$ cat src/rtl/lsu_mem_ctrl_pkg.sv
// Shared types and constants for the load/store unit memory front end.
package lsu_mem_ctrl_pkg;
    localparam int REG_LEN = 32;
    localparam int BE_W    = REG_LEN / 8;

    typedef enum logic [2:0] {
        SZ_B  = 3'b000,
        SZ_H  = 3'b001,
        SZ_W  = 3'b010,
        SZ_BU = 3'b011,
        SZ_HU = 3'b100
    } size_e;

    typedef enum logic [1:0] {
        ST_IDLE,
        ST_REQ,
        ST_WAIT,
        ST_DONE
    } state_e;
endpackage

$ cat src/rtl/lsu_mem_ctrl_if.sv
// Core request, memory port and load-result signals of the LSU front end.
interface lsu_mem_ctrl_if
    import lsu_mem_ctrl_pkg::*;
#(
    parameter int W = REG_LEN
);
    logic            req_valid;
    logic            req_we;
    logic [2:0]      req_type;
    logic [W-1:0]    req_addr;
    logic [W-1:0]    req_wdata;
    logic            req_ready;
    logic            stall;
    logic            mem_req;
    logic [W-1:0]    mem_addr;
    logic            mem_we;
    logic [BE_W-1:0] mem_be;
    logic [W-1:0]    mem_wdata;
    logic            mem_gnt;
    logic            mem_rvalid;
    logic [W-1:0]    mem_rdata;
    logic [W-1:0]    rd_d;
    logic [2:0]      sel_type;
    logic [1:0]      sel_addr_old;
    logic            ld_valid;
    logic            misaligned;
    logic            bus_err;

    // LSU side
    modport slave (
        input  req_valid, req_we, req_type, req_addr, req_wdata,
               mem_gnt, mem_rvalid, mem_rdata,
        output req_ready, stall, mem_req, mem_addr, mem_we, mem_be, mem_wdata,
               rd_d, sel_type, sel_addr_old, ld_valid, misaligned, bus_err
    );

    // core + memory environment side
    modport master (
        output req_valid, req_we, req_type, req_addr, req_wdata,
               mem_gnt, mem_rvalid, mem_rdata,
        input  req_ready, stall, mem_req, mem_addr, mem_we, mem_be, mem_wdata,
               rd_d, sel_type, sel_addr_old, ld_valid, misaligned, bus_err
    );
endinterface

$ cat src/rtl/lsu_mem_ctrl_be_gen.sv
// Byte-enable / store-lane generation and alignment check for one access.
module lsu_mem_ctrl_be_gen
    import lsu_mem_ctrl_pkg::*;
(
    input  logic [2:0]         typ,
    input  logic [1:0]         off,
    input  logic [REG_LEN-1:0] wdata,
    output logic [BE_W-1:0]    be,
    output logic [REG_LEN-1:0] wd,
    output logic               reject
);
    always_comb begin
        be     = '0;
        wd     = wdata;
        reject = 1'b0;
        case (typ)
            SZ_B, SZ_BU: begin
                be = BE_W'(1) << off;
                wd = {4{wdata[7:0]}};
            end
            SZ_H, SZ_HU: begin
                be     = BE_W'(3) << off;
                wd     = {2{wdata[15:0]}};
                reject = off[0];
            end
            SZ_W: begin
                be     = '1;
                reject = (off != 2'b00);
            end
            default: reject = 1'b1;
        endcase
    end
endmodule

$ cat src/rtl/lsu_mem_ctrl.sv
// LSU front end: accepts one load/store, runs the req/gnt/rvalid handshake,
// captures the raw load word, and aborts on timeout.
module lsu_mem_ctrl
    import lsu_mem_ctrl_pkg::*;
#(
    parameter int TIMEOUT = 16
) (
    input logic           clk,
    input logic           rst_n,
    lsu_mem_ctrl_if.slave bus
);
    localparam int CW = (TIMEOUT > 2) ? $clog2(TIMEOUT) : 1;

    state_e          state;
    logic [CW-1:0]   cnt;
    logic [2:0]      pend_type;
    logic [1:0]      pend_off;
    logic [BE_W-1:0] be;
    logic [REG_LEN-1:0] wd;
    logic            reject;
    logic            accept;
    logic            timeout_hit;

    lsu_mem_ctrl_be_gen u_be_gen (
        .typ    (bus.req_type),
        .off    (bus.req_addr[1:0]),
        .wdata  (bus.req_wdata),
        .be     (be),
        .wd     (wd),
        .reject (reject)
    );

    assign accept      = (state == ST_IDLE) && bus.req_valid;
    assign timeout_hit = (TIMEOUT != 0) && (cnt == CW'(TIMEOUT - 1));

    assign bus.req_ready = (state == ST_IDLE);
    // a store completes on its grant cycle, so the core is released right there
    assign bus.stall = accept
                     | ((state == ST_REQ) && !(bus.mem_we && bus.mem_gnt))
                     | (state == ST_WAIT);

    always_ff @(posedge clk or negedge rst_n) begin
        if (!rst_n) begin
            state            <= ST_IDLE;
            cnt              <= '0;
            pend_type        <= '0;
            pend_off         <= '0;
            bus.mem_req      <= 1'b0;
            bus.mem_addr     <= '0;
            bus.mem_we       <= 1'b0;
            bus.mem_be       <= '0;
            bus.mem_wdata    <= '0;
            bus.rd_d         <= '0;
            bus.sel_type     <= '0;
            bus.sel_addr_old <= '0;
            bus.ld_valid     <= 1'b0;
            bus.misaligned   <= 1'b0;
            bus.bus_err      <= 1'b0;
        end else begin
            bus.ld_valid   <= 1'b0;
            bus.misaligned <= 1'b0;
            bus.bus_err    <= 1'b0;
            case (state)
                ST_IDLE: begin
                    if (bus.req_valid) begin
                        cnt <= '0;
                        if (reject) begin
                            bus.misaligned <= 1'b1;
                        end else begin
                            state         <= ST_REQ;
                            bus.mem_req   <= 1'b1;
                            bus.mem_addr  <= {bus.req_addr[REG_LEN-1:2], 2'b00};
                            bus.mem_we    <= bus.req_we;
                            bus.mem_be    <= be;
                            bus.mem_wdata <= wd;
                            pend_type     <= bus.req_type;
                            pend_off      <= bus.req_addr[1:0];
                        end
                    end
                end
                ST_REQ: begin
                    cnt <= cnt + 1'b1;
                    if (bus.mem_gnt) begin
                        bus.mem_req <= 1'b0;
                        state       <= bus.mem_we ? ST_IDLE : ST_WAIT;
                    end else if (timeout_hit) begin
                        bus.mem_req <= 1'b0;
                        bus.bus_err <= 1'b1;
                        state       <= ST_IDLE;
                    end
                end
                ST_WAIT: begin
                    cnt <= cnt + 1'b1;
                    if (bus.mem_rvalid) begin
                        // type/offset are published together with the word so they stay coherent
                        bus.rd_d         <= bus.mem_rdata;
                        bus.sel_type     <= pend_type;
                        bus.sel_addr_old <= pend_off;
                        bus.ld_valid     <= 1'b1;
                        state            <= ST_DONE;
                    end else if (timeout_hit) begin
                        bus.bus_err <= 1'b1;
                        state       <= ST_IDLE;
                    end
                end
                ST_DONE: state <= ST_IDLE;
                default: state <= ST_IDLE;
            endcase
        end
    end
endmodule

$ cat src/flat_wrapper.sv
// flat-port wrapper written by rule: the top's interface ports become plain ports
module lsu_mem_ctrl_flat import lsu_mem_ctrl_pkg::*;
#(
    parameter int TIMEOUT = 16
)
  (clk, rst_n, bus_req_valid, bus_req_we, bus_req_type, bus_req_addr, bus_req_wdata, bus_mem_gnt, bus_mem_rvalid, bus_mem_rdata, bus_req_ready, bus_stall, bus_mem_req, bus_mem_addr, bus_mem_we, bus_mem_be, bus_mem_wdata, bus_rd_d, bus_sel_type, bus_sel_addr_old, bus_ld_valid, bus_misaligned, bus_bus_err);
  lsu_mem_ctrl_if #(.W(32)) bus_i ();
  input logic clk;
  input logic rst_n;
  input wire logic [$bits(bus_i.req_valid)-1:0] bus_req_valid;
  input wire logic [$bits(bus_i.req_we)-1:0] bus_req_we;
  input wire logic [$bits(bus_i.req_type)-1:0] bus_req_type;
  input wire logic [$bits(bus_i.req_addr)-1:0] bus_req_addr;
  input wire logic [$bits(bus_i.req_wdata)-1:0] bus_req_wdata;
  input wire logic [$bits(bus_i.mem_gnt)-1:0] bus_mem_gnt;
  input wire logic [$bits(bus_i.mem_rvalid)-1:0] bus_mem_rvalid;
  input wire logic [$bits(bus_i.mem_rdata)-1:0] bus_mem_rdata;
  output wire logic [$bits(bus_i.req_ready)-1:0] bus_req_ready;
  output wire logic [$bits(bus_i.stall)-1:0] bus_stall;
  output wire logic [$bits(bus_i.mem_req)-1:0] bus_mem_req;
  output wire logic [$bits(bus_i.mem_addr)-1:0] bus_mem_addr;
  output wire logic [$bits(bus_i.mem_we)-1:0] bus_mem_we;
  output wire logic [$bits(bus_i.mem_be)-1:0] bus_mem_be;
  output wire logic [$bits(bus_i.mem_wdata)-1:0] bus_mem_wdata;
  output wire logic [$bits(bus_i.rd_d)-1:0] bus_rd_d;
  output wire logic [$bits(bus_i.sel_type)-1:0] bus_sel_type;
  output wire logic [$bits(bus_i.sel_addr_old)-1:0] bus_sel_addr_old;
  output wire logic [$bits(bus_i.ld_valid)-1:0] bus_ld_valid;
  output wire logic [$bits(bus_i.misaligned)-1:0] bus_misaligned;
  output wire logic [$bits(bus_i.bus_err)-1:0] bus_bus_err;
  assign bus_i.req_valid = bus_req_valid;
  assign bus_i.req_we = bus_req_we;
  assign bus_i.req_type = bus_req_type;
  assign bus_i.req_addr = bus_req_addr;
  assign bus_i.req_wdata = bus_req_wdata;
  assign bus_i.mem_gnt = bus_mem_gnt;
  assign bus_i.mem_rvalid = bus_mem_rvalid;
  assign bus_i.mem_rdata = bus_mem_rdata;
  assign bus_req_ready = bus_i.req_ready;
  assign bus_stall = bus_i.stall;
  assign bus_mem_req = bus_i.mem_req;
  assign bus_mem_addr = bus_i.mem_addr;
  assign bus_mem_we = bus_i.mem_we;
  assign bus_mem_be = bus_i.mem_be;
  assign bus_mem_wdata = bus_i.mem_wdata;
  assign bus_rd_d = bus_i.rd_d;
  assign bus_sel_type = bus_i.sel_type;
  assign bus_sel_addr_old = bus_i.sel_addr_old;
  assign bus_ld_valid = bus_i.ld_valid;
  assign bus_misaligned = bus_i.misaligned;
  assign bus_bus_err = bus_i.bus_err;
  lsu_mem_ctrl #(.TIMEOUT(TIMEOUT)) u_core (.clk(clk), .rst_n(rst_n), .bus(bus_i));
endmodule
$ cat config.mk
export PLATFORM = sky130hd
export DESIGN_NAME = lsu_mem_ctrl_flat
export DESIGN_NICKNAME = d
export VERILOG_FILES = /design/src/rtl/lsu_mem_ctrl_pkg.sv /design/src/rtl/lsu_mem_ctrl_if.sv /design/src/rtl/lsu_mem_ctrl_be_gen.sv /design/src/rtl/lsu_mem_ctrl.sv /design/src/flat_wrapper.sv
export SDC_FILE = /design/constraint.sdc
export NUM_CORES = 1
export LEC_CHECK = 0
export CAP_MARGIN = 10
export CORE_UTILIZATION = 44
export DETAILED_ROUTE_END_ITERATION = 16
export PLACE_DENSITY = 0.84
export SLEW_MARGIN = 5
export SYNTH_ARGS = -nofsm -noshare
export SYNTH_HDL_FRONTEND = slang
export SYNTH_SLANG_ARGS = --single-unit
$ cat constraint.sdc
create_clock -name clk -period 2.8 [get_ports clk]
set_clock_uncertainty 0.05 [all_clocks]
set_input_delay 0.56 -clock clk [delete_from_list [all_inputs] [get_ports clk]]
set_output_delay 0.56 -clock clk [all_outputs]
set_load 0.005 [all_outputs]
After elaboration in Yosys (flattened, before gate mapping)
Index checks and enable logic that the tools add are counted.

Flip-flop bits (word level): 119. Bits in latches: 0. RAM bits: 0. Memory bits (read-only): 0. Input bits: 105. Output and inout bits: 112. Word-level logic and storage cells: 75. Memories kept: 0.

Add/sub/neg operators: 1. Multipliers: 0. Div/mod/pow operators: 0. $lt $le $gt $ge: 0. Equality and inequality tests: 11. Shift-type cells: 2. Mux-type cells: 26. Bitwise operators: 3. Reduce and logical (&&, ||, !) cells: 17.

Operators with widths (count): 32-bit one-hot mux with 2 select lines (1); 1-bit 2-to-1 mux (12); 2-bit 2-to-1 mux (6); 4-bit one-hot mux with 3 select lines (1); 2-bit one-hot mux with 4 select lines (1); 4-bit one-hot mux with 2 select lines (1); 3-bit by 2-bit == test with 1-bit output (second input constant) (2); 2-bit AND reduction (3); 2-bit nonzero test (3); 2-bit OR reduction (3); 4-bit by 1-bit adder with 4-bit output (second input constant) (1); 2-bit == test (second input constant) (2); 4-bit == test (second input constant) (1); 4-bit 2-to-1 mux (1); 2-bit inequality test (second input constant) (2); 1-bit one-hot mux with 2 select lines (2); 4-bit AND reduction (1); 1-bit by 2-bit << shifter with 4-bit output (first input constant) (1); 2-bit by 2-bit << shifter with 4-bit output (first input constant) (1); 3-bit by 1-bit == test with 1-bit output (second input constant) (1); 3-bit == test (second input constant) (1); 1-bit logical AND (3); 3-bit logical NOT (1); 3-bit by 2-bit inequality test with 1-bit output (second input constant) (1); 7 further kinds (8).

Logic depth before layout (Yosys ltp)
Gate-level depths: netlist of run 1.

Word-level depth: 6. Gate-level depth with buffers: 8. Depth with buffers taken out: 6.

Cells and area by module
Synthesis of run 1 repeated with hierarchy kept, for this count alone.

Cells, all modules: 383. Area total of the unflattened synthesis: 5642.9 µm².

By module, submodules not included: lsu_mem_ctrl (times used 1, cells each 294, area each 4914.7 µm², seq. area each 2977.9 µm²); lsu_mem_ctrl_be_gen (times used 1, cells each 89, area each 728.2 µm², seq. area each 0.0 µm²).

Worst setup path before layout of run 1
Ideal clock, no wire load.

Kind: input to register. Start point: input bus_req_type[1]. End point: register u_core.bus.mem_wdata[10]. Setup time: 0.127 ns. Data arrival time: 1.966 ns. Required time: 2.623 ns. Slack: 0.656 ns. Stages: 6. Path buffers: 2. Cell sequence: buf_2 or2_1 buf_2 a21oi_4 mux2_2 mux2_1.

Cells in the longest elaborated chain, start to end: 5. Elaborated cells on any way between the ends: 11. Those cells by class: eq/ne (4); mux (2); bitwise (1); reduce/logical (4).

RTL lines: start, declared (line flat_wrapper.sv:12) `input wire logic [$bits(bus_i.req_type)-1:0] bus_req_type;`; 3-bit by 1-bit == test with 1-bit output (tied with other cells) (line lsu_mem_ctrl_be_gen.sv:16) `case (typ)`; 2-bit OR reduction (line lsu_mem_ctrl_be_gen.sv:16); 1-bit one-hot mux with 3 select lines (line lsu_mem_ctrl_be_gen.sv:16); 1-bit inverter (no line); 3-bit AND reduction (no line); end signal, assigned (line lsu_mem_ctrl.sv:75) `bus.mem_wdata <= wd;`; end, declared (line lsu_mem_ctrl_if.sv:33) `output req_ready, stall, mem_req, mem_addr, mem_we, mem_be, mem_wdata,`.

Parallel ways exist; a longest one is shown, timed or not. A chain may end at the register's enable or synchronous reset.

Worst setup path after layout of run 1
Start point: register u_core.state[1]. End point: output bus_stall.

Cells in the longest elaborated chain, start to end: 4. Elaborated cells on any way between the ends: 7. Those cells by class: eq/ne (2); bitwise (2); reduce/logical (3).

RTL lines: start, declared (line lsu_mem_ctrl.sv:14) `state_e state;`; start signal, assigned (line lsu_mem_ctrl.sv:85) `state <= bus.mem_we ? ST_IDLE : ST_WAIT;`; 2-bit by 1-bit == test with 1-bit output / 2-bit logical NOT (equally long branches) (line lsu_mem_ctrl.sv:39, lsu_mem_ctrl.sv:33); 1-bit logical AND, on equally long branches (line lsu_mem_ctrl.sv:39, lsu_mem_ctrl.sv:33); 1-bit bitwise OR (line lsu_mem_ctrl.sv:39) `| ((state == ST_REQ) && !(bus.mem_we && bus.mem_gnt))`; 1-bit bitwise OR * (line lsu_mem_ctrl.sv:40) `| (state == ST_WAIT);`; end, declared (line flat_wrapper.sv:19) `output wire logic [$bits(bus_i.stall)-1:0] bus_stall;`.

Every way passes the cells marked *; elsewhere a longest branch is shown, timed or not.

==> impl_metrics.ini, run 1 <==
[routing]
drt-vias-per-instance = 5.08
drc_errors = 0
drtAntennaViolNets = 0
wl_mm = 14.0
drtIter0Drc = 194
num_vias = 4048
routedWlPerCell_um = 17.6
firstDrtPassIters = 4

[critical_path]
slowest_stage = clkdlybuf4s50_1
cpMostUsedCell = nand2_1
cp.arrival_ps = 2040
crit_chain = inv_1 -> ha_1 -> nand2_1 -> nand2_1 -> clkdlybuf4s50_1
crit_path_start_kind = flip-flop
end_kind = output pin
crit_fanout = 10
path_class = reg2out
cpPeakStageDelay_ps = 530
required_ps = 2190

[timing]
tightest_slew_ps = 605
slew_violations = 0
slew_headroom_pct = 59.5
finalCritPeriodShare_pct = 94.5
final.setup.tns_ps = 0
setup_viol = 0
grt_setup_unrepaired = false
period_needed_ps = 2650
fmax_ghz = 0.378
setup_ws_ps = 153
hold_violations = 0

[finish]
multi_input_area_mm2 = 0.00244
design_area_mm2 = 0.00861
post-route-util_pct = 68.2
area_growth_pct = 51.5
ff_latch_area_mm2 = 0.00298
diodes = 0
nets = 721
drive_gt1_share_pct = 25.3
fillCellCount = 937

[clocking]
cts_buffers = 17
clockBufferDepth = 2
clk_pin_slew_ps = 50
cts_hold_buffers = 0
cts_tree = yes
cts.sinks = 119
root_buffer = clkbuf_16
ctsHtreeMaxLevel = 4
cts_setup_buffers = 0
post_cts_resize_count = 0
clock_latency_ps = 400

[synth]
synthTopCellsByCount = 119 x dfrtp_1, 60 x mux2_4, 45 x mux2_2
synth.cell_area_mm2 = 0.00569
synthCells = 391
synth_top_area_cell = dfrtp_1
syn_avg_cell_area_um2 = 14.5
synth_edf_count = 0
synthMostInstantiatedCell = dfrtp_1
synth_warnings = 0
synth_async_sr_flop_share_pct = 100
synth-seq-cells = 119
synth_top_area_share_pct = 52.4
synth.area.top_cells = dfrtp_1 52%, mux2_4 16%, mux2_2 8.9%
synth_top_flop_cell = dfrtp_1
yosysSeqAreaShare_pct = 52.4
synthDistinctLibCells = 42

[placement]
dp_hpwl_mm = 10.3
pre_cts_slack_ps = 86.6
placed_area_mm2 = 0.00797
io_buffers = 214
place_congestion = 0.764

[flow_run]
maxCapViolations = 0

[global_routing]
grt_overflow_total = 0
track_usage_pct = 21.7
antenna_found_initial = 0
grt_pass1_wl_mm = 22.0
grt_max_degree = 43
first_global_vias = 4325

[floorplan]
num_rows = 41
die-area_mm2 = 0.0134
core_mm2 = 0.0126
io_pins = 217
die_w_um = 116
initial_utilization_pct = 45.1
dieHeight_um = 116

[power]
powerDensity_mw_per_mm2 = 1050
power_uw = 9000
ir_worst_vdd_mv = 0.519
power.leakage_uw = 0.00371

[hold_path]
hold_path_class = in2async

[status]
status = completed
## per-layer routing
| metal | track usage (%) | share of wire [%] | up-vias |
|---|---|---|---|
| met4 | 7.86 | 1.4 | 0 |
| met1 | 26.0 | 41 | 2018 |
| met2 | 36.6 | 51 | 157 |
| met3 | 7.11 | 6.9 | 19 |
| li1 | - | - | 1854 |
| met5 | 0 | 0 | - |
## placed cells by master, fill, tap and decap left out, types with 3 or more instances in the layout
| cell type | instances |
|---|---|
| mux2_2 | 45 |
| clkinvlp_4 | 4 |
| buf_12 | 5 |
| bufinv_16 | 4 |
| o21ai_0 | 16 |
| o22ai_1 | 3 |
| mux2_1 | 20 |
| mux2_4 | 60 |
| nand2_1 | 10 |
| and3b_1 | 8 |
| nor2b_1 | 11 |
| clkinv_2 | 3 |
| ha_1 | 4 |
| clkdlybuf4s50_1 | 213 |
| o211ai_1 | 8 |
| buf_4 | 11 |
| mux2i_1 | 9 |
| clkbuf_8 | 3 |
| clkbuf_16 | 17 |
| a21oi_1 | 5 |
| nor2_1 | 4 |
| a32oi_1 | 8 |
| inv_1 | 5 |
| dfrtp_1 | 119 |
## through the flow
step,std cells,hold slack [ps]
5_1_grt,797,130
6_report,797,89.2
3_5_place_dp,765,427
2_1_floorplan,392,214
4_1_cts,797,99.4
3_3_place_gp,765,420
## state kept, by name, summed over array words and instances (netlist names)
register,cells
u_core.cnt,4
u_core.bus.mem_req,1
u_core.bus.sel_type,3
u_core.state,2
u_core.bus.mem_be,4
u_core.bus.sel_addr_old,2
u_core.bus.misaligned,1
u_core.bus.ld_valid,1
u_core.pend_type,3
u_core.bus.mem_addr,30
u_core.pend_off,2
u_core.bus.bus_err,1
u_core.bus.mem_wdata,32
u_core.bus.rd_d,32
u_core.bus.mem_we,1
## critical path, delay by kind of cell (launching register included)
kind / cells / cell delay (ps)
flip-flops: 1 / 410
buffers and inverters: 2 / 630
AND/OR/NAND/NOR: 2 / 260
adder cells (fa/ha/maj): 1 / 350
## cells by family (layout without fill, tap and decap cells)
| group | after synthesis | in the layout | synth area share, % |
|---|---|---|---|
| fa+ha+maj | 5 | 5 | 1.08 |
| compound gates | 52 | 52 | 6.43 |
| xor+xnor | 1 | 1 | 0.154 |
| mux | 134 | 134 | 30.3 |
| other cells | 1 | 2 | 0.0660 |
| flops | 119 | 119 | 52.4 |
| simple gates | 46 | 46 | 4.84 |
| buf+inv | 33 | 266 | 4.75 |
## cell type report
cell class | count | share of cell area [%]
Sequential cell | 119 | 34.6
Multi-Input combinational cell | 240 | 28.4
Timing Repair Buffer | 229 | 26.9
Clock buffer | 20 | 5.42
Tap cell | 172 | 2.50
Clock inverter | 12 | 2.02
Inverter | 5 | 0.218
## final timing paths
path / start / to / slack (ps) / cells after the start
min in group clk: u_core.bus.mem_wdata[4]$_DFFE_PN0P_ / u_core.bus.mem_wdata[4]$_DFFE_PN0P_ / 440 / 1
max: u_core.state[1]$_DFFE_PN0P_ / bus_stall / 150 / 5
min: rst_n / u_core.bus.rd_d[3]$_DFFE_PN0P_ / 90 / 1
max reg2reg: u_core.state[1]$_DFFE_PN0P_ / u_core.bus.mem_wdata[8]$_DFFE_PN0P_ / 660 / 6
max in group asynchronous: rst_n / u_core.bus.sel_addr_old[0]$_DFFE_PN0P_ / 1830 / 2
min reg2reg: u_core.bus.mem_wdata[4]$_DFFE_PN0P_ / u_core.bus.mem_wdata[4]$_DFFE_PN0P_ / 440 / 1
## where the power goes
group	total [uW]	internal (uW)	switching, uW
sequential	3040	2550	492
clock	2330	1560	776
combinational	3630	2530	1090
(Power assumes the default switching activity.)
==> run 2, diff against run 1 <==
--- a/config.mk
+++ b/config.mk
@@ -12,4 +12,5 @@
 export SLEW_MARGIN = 5
 export SYNTH_ARGS = -nofsm -noshare
 export SYNTH_HDL_FRONTEND = slang
+export SYNTH_HIERARCHICAL = 1
 export SYNTH_SLANG_ARGS = --single-unit
==> impl_metrics.ini, run 2 <==
[status]
status = completed

[clocking]
ctsHtreeMaxLevel = 4
clockBufferDepth = 2
clock_latency_ps = 410
clk_pin_slew_ps = 50
cts_tree = yes
cts_buffers = 17
root_buffer = clkbuf_16
cts_hold_buffers = 0
cts.sinks = 119

[timing]
hold_slack_ps = 73.2
final.setup.tns_ps = 0
grt_setup_unrepaired = false
slew_headroom_pct = 64.7
setup_viol = 0
slew_violations = 0
fmax_ghz = 0.385
hold_violations = 0
finalCritPeriodShare_pct = 92.8
tightest_slew_ps = 530
period_needed_ps = 2600

[critical_path]
crit_fanout = 8
cp_num_buf_inv = 2
cpMostUsedCell = nand2_1
required_ps = 2190
cpPeakStageDelay_ps = 520
crit_chain = inv_1 -> ha_2 -> nand2_1 -> nand2_1 -> clkdlybuf4s50_1
crit_path_start_kind = flip-flop
path_class = reg2out
reg2reg_to = u_core/bus.rd_d[15]$_DFFE_PN0P_
end_kind = output pin
cp.arrival_ps = 1990
slowest_stage = clkdlybuf4s50_1
r2r_cells = 5
crit_family = buffers and inverters
ff2ff_setup_slack_ps = 960
path_depth = 5
rr_startpoint = u_core/state[0]$_DFFE_PN0P_

[placement]
placed_area_mm2 = 0.00794
dp_hpwl_mm = 10.2
place_congestion = 0.814
io_buffers = 214

[power]
power.leakage_uw = 0.00387
powerDensity_mw_per_mm2 = 1060
ir_worst_vdd_mv = 0.503

[finish]
layout_common_cells = 213 x clkdlybuf4s50_1, 119 x dfrtp_1, 70 x mux2_4
mostFrequentLayoutCell = clkdlybuf4s50_1
largestRegisters = u_core/bus.mem_wdata x32, u_core/bus.rd_d x32, u_core/bus.mem_addr x30
drive_gt1_share_pct = 27.1
design_area_mm2 = 0.00859
post-route-util_pct = 68.4
fillCellCount = 884
diodes = 0
nets = 708
area_growth_pct = 52.3

[synth]
synth_top_area_cell = dfrtp_1
synth-seq-cells = 119
syn_avg_cell_area_um2 = 14.7
synthDistinctLibCells = 44
synth_async_sr_flop_share_pct = 100
synth_warnings = 6
synth_edf_count = 0
yosysSeqAreaShare_pct = 52.8
synth.cell_area_mm2 = 0.00564
synthCells = 383
synth.area.top_cells = dfrtp_1 53%, mux2_4 19%, mux2_2 8.8%
synth_top_area_share_pct = 52.8
synth_top_flop_cell = dfrtp_1
synthMostInstantiatedCell = dfrtp_1
synthTopCellsByCount = 119 x dfrtp_1, 70 x mux2_4, 44 x mux2_2

[routing]
drtIter0Drc = 257
drc_errors = 0
drt-vias-per-instance = 5.10
firstDrtPassIters = 4
num_vias = 3997
routedWlPerCell_um = 17.6
wl_mm = 13.8
drtAntennaViolNets = 0

[floorplan]
num_rows = 41
initial_utilization_pct = 44.9
core_mm2 = 0.0126
die_w_um = 115
io_pins = 217
die-area_mm2 = 0.0133
dieHeight_um = 115

[global_routing]
grt_pass1_wl_mm = 21.5
first_global_vias = 4146
grt_max_degree = 60
track_usage_pct = 21.4
antenna_found_initial = 0
grt_overflow_total = 0

[hold_path]
hold_path_class = in2async

[flow_run]
maxCapViolations = 0
run 2: worst max path at each step:
stage,from,to,slack (ps)
final,u_core/state[1]$_DFFE_PN0P_,bus_stall,200
after global routing,u_core/state[1]$_DFFE_PN0P_,bus_stall,70
after detailed placement,bus_req_type[0],u_core/bus.mem_wdata[22]$_DFFE_PN0P_,20
after global placement,bus_req_type[0],u_core/bus.mem_wdata[23]$_DFFE_PN0P_,90
after CTS,u_core/state[1]$_DFFE_PN0P_,bus_stall,70
after floorplan,bus_req_type[1],u_core/bus.mem_addr[10]$_DFFE_PN0P_,580
run 2: layout make-up:
class                      instances  area (um2)  share of cell area (%)
multi-input combinational        226        2420                    28.1
clock inverter                     8         140                    1.63
timing repair buffer             227        2300                    26.8
inverter                           8        30.0                   0.349
tap                              172         215                    2.50
sequential                       119        2980                    34.7
clock buffer                      24         512                    5.96
run 2: routing by layer:
layer | wire length [um] | vias up | part of all wire, % | track usage (%)
met3 | 1040 | 12 | 7.5 | 6.91
li1 | - | 1821 | - | -
met1 | 5610 | 1994 | 41 | 25.7
met5 | 0 | - | 0 | 0
met4 | 187 | 0 | 1.4 | 8.66
met2 | 6940 | 170 | 50 | 35.7
run 2: power by group:
part | switching [uW] | internal (uW)
registers | 499 | 2570
clock network | 724 | 1620
logic | 1090 | 2580
run 2: cells by family after synthesis:
| kind of cell | after synthesis | share of synthesized area [%] |
|---|---|---|
| buffers and inverters | 39 | 4.52 |
| adder cells (fa/ha/maj) | 5 | 1.06 |
| AO/OA/AOI/OAI | 48 | 6.63 |
| multiplexers | 134 | 31.2 |
| flip-flops | 119 | 52.8 |
| XOR/XNOR | 1 | 0.155 |
| AND/OR/NAND/NOR | 36 | 3.59 |
| other | 1 | 0.0665 |
run 2: timing repair:
| action | 4_1_cts | 5_1_grt |
|---|---|---|
| endpoints found under the setup margin | 0 | 1 |
| buffers inserted | 0 | 0 |
| resized for setup | 0 | 1 |
run 2: through the flow:
step | total power (uW) | worst slack [ps] | instances
finish | 9090 | 201 | 784
detailed placement | 6770 | 15.8 | 752
CTS | 9170 | 65.5 | 784
global route | 9570 | 73.9 | 784
floorplan | 4630 | 580 | 384
global placement | 6610 | 86.5 | 752
==> run 3, diff against run 2 <==
--- a/config.mk
+++ b/config.mk
@@ -6,9 +6,9 @@
 export NUM_CORES = 1
 export LEC_CHECK = 0
 export CAP_MARGIN = 10
-export CORE_UTILIZATION = 44
+export CORE_UTILIZATION = 48
 export DETAILED_ROUTE_END_ITERATION = 16
-export PLACE_DENSITY = 0.84
+export PLACE_DENSITY = 0.91
 export SLEW_MARGIN = 5
 export SYNTH_ARGS = -nofsm -noshare
 export SYNTH_HDL_FRONTEND = slang
==> constraint.sdc (replaced) <==
create_clock -name clk -period 3.2 [get_ports clk]
set_clock_uncertainty 0.05 [all_clocks]
set_input_delay 0.64 -clock clk [delete_from_list [all_inputs] [get_ports clk]]
set_output_delay 0.64 -clock clk [all_outputs]
set_load 0.005 [all_outputs]
==> impl_metrics.ini, run 3 (synthesized netlist as in run 2, its figures left out) <==
[timing]
grt_setup_unrepaired = false
final.setup.tns_ps = 0
fmax_ghz = 0.358
setup_viol = 0
slew_violations = 0
hold_violations = 0
period_needed_ps = 2790
finalCritPeriodShare_pct = 87.2
setup_ws_ps = 410
tightest_slew_ps = 829
slew_headroom_pct = 44.7

[floorplan]
die-area_mm2 = 0.0122
num_rows = 39
dieHeight_um = 110
die_w_um = 110
core_mm2 = 0.0114
initial_utilization_pct = 49.4
io_pins = 217

[placement]
place_congestion = 0.795
placed_area_mm2 = 0.00783
io_buffers = 214
pre_cts_slack_ps = 293
dp_hpwl_mm = 10.3

[finish]
layout_common_cells = 213 x clkdlybuf4s50_1, 119 x dfrtp_1, 70 x mux2_4
diodes = 0
drive_gt1_share_pct = 26.0
post-route-util_pct = 73.5
nets = 703
mostFrequentLayoutCell = clkdlybuf4s50_1
largestRegisters = u_core/bus.mem_wdata x32, u_core/bus.rd_d x32, u_core/bus.mem_addr x30
area_growth_pct = 48.7
design_area_mm2 = 0.00839

[routing]
drtIter0Drc = 236
firstDrtPassIters = 4
wl_mm = 14.3
num_vias = 4022
drc_errors = 0
drtAntennaViolNets = 0
drt-vias-per-instance = 5.36
routedWlPerCell_um = 19.0

[clocking]
ctsHtreeMaxLevel = 4
cts_buffers = 17
clk_pin_slew_ps = 50
root_buffer = clkbuf_16
post_cts_resize_count = 0
clockBufferDepth = 2
clock_latency_ps = 410
cts_hold_buffers = 0
cts_setup_buffers = 0
cts_tree = yes
cts.sinks = 119

[critical_path]
crit_path_start_kind = flip-flop
required_ps = 2510
crit_fanout = 8
r2r_cells = 5
path_class = reg2out
end_kind = output pin
cp.arrival_ps = 2100

[status]
status = completed

[flow_run]
maxCapViolations = 0

[hold_path]
hold_path_class = in2async

[global_routing]
grt_pass1_wl_mm = 23.1
grt_overflow_total = 0
antenna_found_initial = 0
grt_max_degree = 65
track_usage_pct = 24.0
first_global_vias = 4368

[power]
p_int_uw = 5660
powerDensity_mw_per_mm2 = 920
pwr-share-comb_pct = 41.2
sw_frac_of_total_pct = 26.7
power_uw = 7720
pwr-share-clk_pct = 23.7
power_switching_uw = 2060
power.leakage_uw = 0.00379
power_frac_seq_pct = 35.1
ir_worst_vdd_mv = 0.646
[run 3: cell types whose count changed in the layout (fill, tap and decap cells not counted)]
cell	delta
buf_4	-2
clkinvlp_4	+1
buf_12	-3
ha_2	-1
clkbuf_8	-4
clkbuf_1	+2
clkinv_2	+3
ha_1	+1
bufinv_16	-2
[run 3: final timing paths]
path | slack [ps] | startpoint | endpoint
max in group asynchronous | 2020 | rst_n | u_core/bus.mem_addr[29]$_DFFE_PN0P_
min in group clk | 440 | u_core/bus.rd_d[2]$_DFFE_PN0P_ | u_core/bus.rd_d[2]$_DFFE_PN0P_
worst min register to register | 440 | u_core/bus.rd_d[2]$_DFFE_PN0P_ | u_core/bus.rd_d[2]$_DFFE_PN0P_
worst min-delay path | 270 | rst_n | u_core/bus.mem_addr[17]$_DFFE_PN0P_
worst max register to register | 1200 | u_core/state[0]$_DFFE_PN0P_ | u_core/bus.rd_d[21]$_DFFE_PN0P_
worst max-delay path | 410 | u_core/state[1]$_DFFE_PN0P_ | bus_stall
[run 3: power groups by stage]
stage / Clock (uW) / Sequential [uW] / Combinational [uW]
after global routing: 1930 / 2790 / 3370
after floorplan: 0 / 2690 / 1360
final: 1830 / 2710 / 3180
after global placement: 0 / 2670 / 3090
after detailed placement: 0 / 2710 / 3200
after CTS: 1860 / 2710 / 3220
[run 3: per-layer routing]
layer	vias to the layer above	routed length, um	track usage (%)
li1	1807	-	-
met1	2007	5830	28.5
met2	178	7310	41.0
met3	30	877	7.03
met4	0	248	8.80
met5	-	0	0
[run 3: per-stage QoR]
| step | hold WS, ps | cells |
|---|---|---|
| final | 274 | 750 |
| after global routing | 344 | 750 |
| after CTS | 307 | 750 |
| after detailed placement | 427 | 718 |
| after global placement | 417 | 718 |
| after floorplan | 294 | 384 |
[run 3: worst max-delay path: stages (launching register included)]
cell,delay [ps]
dfrtp_1,390
inv_1,130
ha_1,400
nand2_1,150
nand2_1,100
clkdlybuf4s50_1,520
[run 3: cell type report]
| class | count | area (um2) |
|---|---|---|
| multi-input combinational | 226 | 2410 |
| fill | 726 | 3030 |
| timing repair buffer | 222 | 2220 |
| clock inverter | 10 | 103 |
| clock buffer | 22 | 464 |
| inverter | 8 | 30.0 |
| sequential | 119 | 2980 |
| tap | 143 | 179 |
